**src/rtl/lcd_pkg.sv**
```systemverilog
// Shared state encodings, command bytes and sizes for the PCD8544 frame sequencer.
package lcd_pkg;

   typedef enum logic [2:0] {
      S_RST, S_INIT, S_IDLE, S_HOME, S_FETCH, S_SEND, S_WAIT_LO, S_WAIT_HI
   } state_t;

   // Selects which byte source S_SEND loads and how S_WAIT_HI advances.
   typedef enum logic [1:0] {
      PH_INIT, PH_HOME, PH_FRAME, PH_VOP
   } phase_t;

   localparam logic [7:0] CMD_FUNC_EXT    = 8'h21;
   localparam logic [7:0] CMD_SET_VOP     = 8'h80;
   localparam logic [7:0] CMD_TEMP_COEF   = 8'h04;
   localparam logic [7:0] CMD_BIAS        = 8'h14;
   localparam logic [7:0] CMD_FUNC_BASIC  = 8'h20;
   localparam logic [7:0] CMD_DISP_NORMAL = 8'h0C;
   localparam logic [7:0] CMD_SET_X0      = 8'h80;
   localparam logic [7:0] CMD_SET_Y0      = 8'h40;

   localparam int FRAME_BYTES = 504;
   localparam int INIT_LEN    = 6;
   localparam int VOP_SEQ_LEN = 3;

   // The contrast update replays init entries 0, 1 and 4 (21, 80|vop, 20).
   function automatic logic [2:0] vop_seq_rom_idx(input logic [2:0] step);
      return (step == 3'd2) ? 3'd4 : step;
   endfunction

endpackage

```
**src/rtl/lcd_init_rom.sv**
```systemverilog
// Combinational init command table: index -> {mode, byte}, with the live Vop folded in.
module lcd_init_rom (
   input  logic [2:0] idx,
   input  logic [6:0] vop,
   output logic [8:0] entry
);
   import lcd_pkg::*;

   always_comb begin
      entry = {1'b1, CMD_FUNC_BASIC};
      case (idx)
         3'd0:    entry = {1'b1, CMD_FUNC_EXT};
         3'd1:    entry = {1'b1, CMD_SET_VOP | {1'b0, vop}};
         3'd2:    entry = {1'b1, CMD_TEMP_COEF};
         3'd3:    entry = {1'b1, CMD_BIAS};
         3'd4:    entry = {1'b1, CMD_FUNC_BASIC};
         3'd5:    entry = {1'b1, CMD_DISP_NORMAL};
         default: entry = {1'b1, CMD_FUNC_BASIC};
      endcase
   end

endmodule

```
**src/rtl/lcd_frame_ctrl.sv**
```systemverilog
// Nokia 5110 sequencer: LCD reset pulse, init list, then home + 504-byte frame per refresh.
// Optional LCD_VOP_PORT_EN adds vop/vop_update for runtime contrast changes.
module lcd_frame_ctrl #(
   parameter int unsigned RESET_CYCLES = 16,
   parameter logic [6:0]  VOP_DEFAULT  = 7'h3F,
   parameter int unsigned FRAME_BYTES  = lcd_pkg::FRAME_BYTES
) (
   input  logic       clk,
   input  logic       rst,
   input  logic       refresh,
`ifdef LCD_VOP_PORT_EN
   input  logic [6:0] vop,
   input  logic       vop_update,
`endif
   output logic       init_done,
   output logic       busy,
   output logic       frame_done,
   output logic [8:0] fb_addr,
   input  logic [7:0] fb_rdata,
   output logic       spi_nrst,
   output logic [7:0] spi_data,
   output logic       spi_mode,
   output logic       spi_enable,
   input  logic       spi_ready
);
   import lcd_pkg::*;

   localparam int         RCW       = $clog2(RESET_CYCLES + 1);
   localparam logic [8:0] LAST_ADDR = 9'(FRAME_BYTES - 1);

   state_t         state, state_n;
   phase_t         phase, phase_n;
   logic [RCW-1:0] rst_cnt, rst_cnt_n;
   logic [2:0]     idx, idx_n;
   logic [8:0]     cnt, cnt_n;
   logic [1:0]     wait_cnt, wait_cnt_n;
   logic           home_sel, home_sel_n;
   logic           pending, pending_n;
   logic           init_done_n, frame_done_n, spi_nrst_n, spi_mode_n, spi_enable_n;
   logic [8:0]     fb_addr_n;
   logic [7:0]     spi_data_n;

   logic           vop_req;
   logic [6:0]     vop_val;
   logic [2:0]     rom_idx;
   logic [8:0]     rom_entry;
   logic [7:0]     byte_sel;
   logic           mode_sel;

`ifdef LCD_VOP_PORT_EN
   assign vop_req = vop_update;
   assign vop_val = vop;
`else
   assign vop_req = 1'b0;
   assign vop_val = VOP_DEFAULT;
`endif

   assign rom_idx = (phase == PH_VOP) ? vop_seq_rom_idx(idx) : idx;

   lcd_init_rom u_init_rom (
      .idx   (rom_idx),
      .vop   (vop_val),
      .entry (rom_entry)
   );

   always_comb begin
      byte_sel = rom_entry[7:0];
      mode_sel = rom_entry[8];
      case (phase)
         PH_HOME: begin
            byte_sel = home_sel ? CMD_SET_Y0 : CMD_SET_X0;
            mode_sel = 1'b1;
         end
         PH_FRAME: begin
            byte_sel = fb_rdata;
            mode_sel = 1'b0;
         end
         default: ;
      endcase
   end

   always_comb begin
      state_n      = state;
      phase_n      = phase;
      rst_cnt_n    = rst_cnt;
      idx_n        = idx;
      cnt_n        = cnt;
      wait_cnt_n   = wait_cnt;
      home_sel_n   = home_sel;
      pending_n    = pending;
      init_done_n  = init_done;
      frame_done_n = 1'b0;
      fb_addr_n    = fb_addr;
      spi_nrst_n   = spi_nrst;
      spi_data_n   = spi_data;
      spi_mode_n   = spi_mode;
      spi_enable_n = 1'b0;

      if (refresh && state != S_IDLE)
         pending_n = 1'b1;

      case (state)
         S_RST: begin
            spi_nrst_n = 1'b0;
            if (rst_cnt == RCW'(RESET_CYCLES)) begin
               spi_nrst_n = 1'b1;
               idx_n      = 3'd0;
               phase_n    = PH_INIT;
               state_n    = S_INIT;
            end else begin
               rst_cnt_n = rst_cnt + RCW'(1);
            end
         end
         S_INIT:  state_n = S_SEND;
         S_IDLE: begin
            if (pending || refresh) begin
               pending_n  = 1'b0;
               home_sel_n = 1'b0;
               phase_n    = PH_HOME;
               state_n    = S_HOME;
            end else if (vop_req) begin
               idx_n   = 3'd0;
               phase_n = PH_VOP;
               state_n = S_SEND;
            end
         end
         S_HOME:  state_n = S_SEND;
         S_FETCH: state_n = S_SEND;
         // Data/mode are reloaded every cycle here so a re-issue picks up the same byte.
         S_SEND: begin
            spi_data_n = byte_sel;
            spi_mode_n = mode_sel;
            wait_cnt_n = 2'd0;
            if (spi_ready) begin
               spi_enable_n = 1'b1;
               state_n      = S_WAIT_LO;
            end
         end
         S_WAIT_LO: begin
            if (!spi_ready)
               state_n = S_WAIT_HI;
            else if (wait_cnt == 2'd3)
               state_n = S_SEND;
            else
               wait_cnt_n = wait_cnt + 2'd1;
         end
         S_WAIT_HI: begin
            if (spi_ready) begin
               case (phase)
                  PH_INIT: begin
                     if (idx == 3'(INIT_LEN - 1)) begin
                        init_done_n = 1'b1;
                        state_n     = S_IDLE;
                     end else begin
                        idx_n   = idx + 3'd1;
                        state_n = S_INIT;
                     end
                  end
                  PH_HOME: begin
                     if (!home_sel) begin
                        home_sel_n = 1'b1;
                        state_n    = S_HOME;
                     end else begin
                        phase_n   = PH_FRAME;
                        cnt_n     = 9'd0;
                        fb_addr_n = 9'd0;
                        state_n   = S_FETCH;
                     end
                  end
                  PH_FRAME: begin
                     if (cnt == LAST_ADDR) begin
                        cnt_n        = 9'd0;
                        frame_done_n = 1'b1;
                        state_n      = S_IDLE;
                     end else begin
                        cnt_n     = cnt + 9'd1;
                        fb_addr_n = cnt + 9'd1;
                        state_n   = S_FETCH;
                     end
                  end
                  default: begin
                     if (idx == 3'(VOP_SEQ_LEN - 1)) begin
                        state_n = S_IDLE;
                     end else begin
                        idx_n   = idx + 3'd1;
                        state_n = S_SEND;
                     end
                  end
               endcase
            end
         end
         default: state_n = S_RST;
      endcase
   end

   always_ff @(posedge clk) begin
      if (rst) begin
         state      <= S_RST;
         phase      <= PH_INIT;
         rst_cnt    <= '0;
         idx        <= 3'd0;
         cnt        <= 9'd0;
         wait_cnt   <= 2'd0;
         home_sel   <= 1'b0;
         pending    <= 1'b0;
         init_done  <= 1'b0;
         busy       <= 1'b1;
         frame_done <= 1'b0;
         fb_addr    <= 9'd0;
         spi_nrst   <= 1'b0;
         spi_data   <= 8'd0;
         spi_mode   <= 1'b1;
         spi_enable <= 1'b0;
      end else begin
         state      <= state_n;
         phase      <= phase_n;
         rst_cnt    <= rst_cnt_n;
         idx        <= idx_n;
         cnt        <= cnt_n;
         wait_cnt   <= wait_cnt_n;
         home_sel   <= home_sel_n;
         pending    <= pending_n;
         init_done  <= init_done_n;
         busy       <= (state_n != S_IDLE);
         frame_done <= frame_done_n;
         fb_addr    <= fb_addr_n;
         spi_nrst   <= spi_nrst_n;
         spi_data   <= spi_data_n;
         spi_mode   <= spi_mode_n;
         spi_enable <= spi_enable_n;
      end
   end

endmodule
```
**config.mk**
```make
export PLATFORM = sky130hd
export DESIGN_NAME = lcd_frame_ctrl
export DESIGN_NICKNAME = d
export VERILOG_FILES = /design/src/rtl/lcd_pkg.sv /design/src/rtl/lcd_init_rom.sv /design/src/rtl/lcd_frame_ctrl.sv
export SDC_FILE = /design/constraint.sdc
export NUM_CORES = 1
export LEC_CHECK = 0
export ABC_AREA = 1
export CORE_MARGIN = 1.5
export CORE_UTILIZATION = 37
export CTS_CLUSTER_DIAMETER = 120
export CTS_CLUSTER_SIZE = 25
export DETAILED_ROUTE_END_ITERATION = 16
export SYNTH_ARGS = -nofsm -noshare
export SYNTH_HDL_FRONTEND = slang
export SYNTH_SLANG_ARGS = --single-unit
```
**constraint.sdc**
```tcl
create_clock -name clk -period 2.1 [get_ports clk]
set_input_delay 0.42 -clock clk [delete_from_list [all_inputs] [get_ports clk]]
set_output_delay 0.42 -clock clk [all_outputs]
set_load 0.05 [all_outputs]
```
==> flow_metrics.py <==
metrics = {
    "timing": {
        "worst_slack_ps": 221,
        "rsz0062_at_grt": "false",
        "worst_slew_pin_slew_ps": 504,
        "finalCritPeriodShare_pct": 89.5,
        "relSlewSlack_pct": 66.3,
        "hold_viol": 0,
        "finalSetupTns_ps": 0,
        "drv_slew": 0,
        "finalClockSkew_ps": 5.97,
        "min_period_ps": 1880,
        "setup_viol": 0,
        "max_clock_freq_mhz": 532,
    },
    "detailed_routing": {
        "vias": 2250,
        "vias_per_cell": 4.85,
        "drt_first_pass_iters": 10,
        "ant_nets": 0,
        "drt_iter0_markers": 102,
        "routedWlPerCell_um": 12.1,
        "drcViolationCount": 3,
        "wl_mm": 5.59,
    },
    "critical_path": {
        "path_max_fanout": 2,
        "slowest_delay_ps": 810,
        "crit_family": "buffers and inverters",
        "cp_slowest_cell": "clkdlybuf4s50_1",
        "cp_cell_sequence": "clkdlybuf4s50_1",
        "crit_arrival_ps": 1460,
        "critPathRequiredTime_ps": 1680,
        "crit_buf_inv": 1,
        "start_kind": "flop",
        "endpoint_kind": "output pin",
        "worstSetupPathType": "reg2out",
    },
    "pwr": {
        "irDropWorstVdd_mv": 0.231,
        "power_mw": 1.83,
        "p_leak_nw": 1.26,
        "powerDensity_mw_per_mm2": 602,
    },
    "synth": {
        "synth_seq_cells": 49,
        "yosys_warnings": 0,
        "yosysMostFrequentCell": "nand2_1",
        "netlist_top_cells_count": "nand2_1 (90), dfxtp_1 (49), a21oi_1 (42)",
        "yosysUniqueCellTypes": 32,
        "synthesis.area_mm2": 0.00250,
        "synthArstFlopShare_pct": 0,
        "ys.flop_type": "dfxtp_1",
        "syn_area_per_cell_um2": 7.22,
        "ys_seq_area_share_pct": 39.2,
        "syn_inst": 347,
        "yosysTopAreaCell": "dfxtp_1",
        "synth-edff-count": 0,
        "synth_fp_nets": 372,
        "yosysTopAreaCellShare_pct": 39.2,
        "synth_area_leaders": "dfxtp_1 (39%), nand2_1 (13%), a21oi_1 (8.4%)",
    },
    "status": {
        "violations": "design-rule violations",
        "status": "complete, but fails checks",
    },
    "cells_and_area": {
        "layout.cells.non_filler": 464,
        "antennaDiodeCount": 0,
        "nets": 411,
        "area_growth_pct": 21.1,
        "drive_gt1_share_pct": 6.72,
        "post-route-util_pct": 46.9,
    },
    "floorplan": {
        "die_h_um": 85.3,
        "io_pins": 35,
        "die_w_um": 85.3,
        "dieArea_mm2": 0.00727,
        "core_area_mm2": 0.00646,
        "initial_utilization_pct": 38.8,
        "rows": 29,
    },
    "clocking": {
        "clkTransAtPathRegs_ps": 90,
        "root_buffer": "clkbuf_8",
        "cts_hold_buf": 0,
        "clk-insertion-delay-late_ps": 300,
        "clock_sinks": 49,
        "cts_buffer_depth": 2,
        "cts_tree": "done",
        "cts_resized": 0,
        "cts_setup_buffers": 0,
        "cts_max_level": 2,
        "cts_buffers": 5,
    },
    "global_route": {
        "overflow": 0,
        "grt_util_all_layers_pct": 16.4,
        "grt_pass1_wl_mm": 9.67,
        "grt_antenna_before_repair": 0,
        "grt_max_degree": 29,
        "first_global_vias": 2171,
    },
    "placement": {
        "place.gp.congestion": 0.849,
        "dp_cells": 456,
        "pre_cts_ws_ps": 222,
        "port_buffers": 34,
        "dp_hpwl_mm": 4.26,
    },
    "job": {
        "max_cap_viol_count": 0,
    },
    "hold_path": {
        "hp-class": "reg2reg",
    },
}
## cell type report
class / count / area, µm²
repair buffers: 40 / 385
fillers: 667 / 3430
clock buffers: 6 / 72.6
inverters: 41 / 156
well taps: 77 / 96.3
clock inverters: 2 / 13.8
flip-flops and latches: 49 / 981
multi-input cells: 249 / 1330
## logic make-up (layout without fill, tap and decap cells)
family	count (synthesis)	after routing	synth area share, %
xor gates and xnor gates	6	6	2.10
AOI/OAI and AO/OA	71	71	14.7
buffers and inverters	49	89	7.85
and+or+nand+nor	159	159	29.7
DFF	49	49	39.2
adders and majority gates	13	13	6.50
## report_power, final
group | internal (mW) | leakage (nW) | total [mW] | switching (mW)
sequential | 0.962 | 0.396 | 0.991 | 0.0298
combinational | 0.101 | 0.818 | 0.270 | 0.169
clock | 0.238 | 0.0456 | 0.564 | 0.326
## through the flow
step                area (µm²)  hold slack (ps)
floorplan                 2500              429
finish                    3030              461
CTS                       3030              463
detailed placement        2950              448
global route              3030              479
global placement          2950              437
## path summary, 6_finish.rpt
kind / startpoint / end / slack [ps] / cells after the start
setup / recovery: fb_addr[2] / fb_addr[2] / 220 / 1
hold reg to reg: fb_addr[2] / fb_addr[2] / 460 / 2
hold / removal: fb_addr[2] / fb_addr[2] / 460 / 2
setup reg to reg: idx[1] / idx[0] / 340 / 10
## per-layer routing
| layer | vias to the layer above | routed length (µm) | GRT usage, % |
|---|---|---|---|
| met5 | - | 0 | 0 |
| li1 | 1198 | - | - |
| met1 | 1006 | 2950 | 23.1 |
| met4 | 0 | 107 | 6.60 |
| met3 | 11 | 142 | 2.33 |
| met2 | 35 | 2390 | 25.4 |
## state kept, by name (all words and copies together) (netlist names), 2 cells and up
signal / flops
wait_cnt: 2
phase: 2
fb_addr: 9
rst_cnt: 5
cnt: 9
state: 3
idx: 3
spi_data: 8
## cells in the final DEF, fill, tap and decap left out, drive strengths merged
| master | count |
|---|---|
| nor2 | 31 |
| a211oi | 1 |
| clkinv | 2 |
| and2 | 1 |
| ha | 13 |
| a2bb2oi | 1 |
| nand3 | 21 |
| nor3 | 6 |
| xor2 | 3 |
| nand4 | 5 |
| a21oi | 42 |
| nand2 | 92 |
| xnor2 | 3 |
| o211ai | 1 |
| or2 | 2 |
| nor3b | 1 |
| clkbuf | 6 |
| buf | 6 |
| a221oi | 1 |
| o21ai | 25 |
| clkdlybuf4s50 | 34 |
| inv | 41 |
| dfxtp | 49 |
Power figures use the tool's default switching activity.
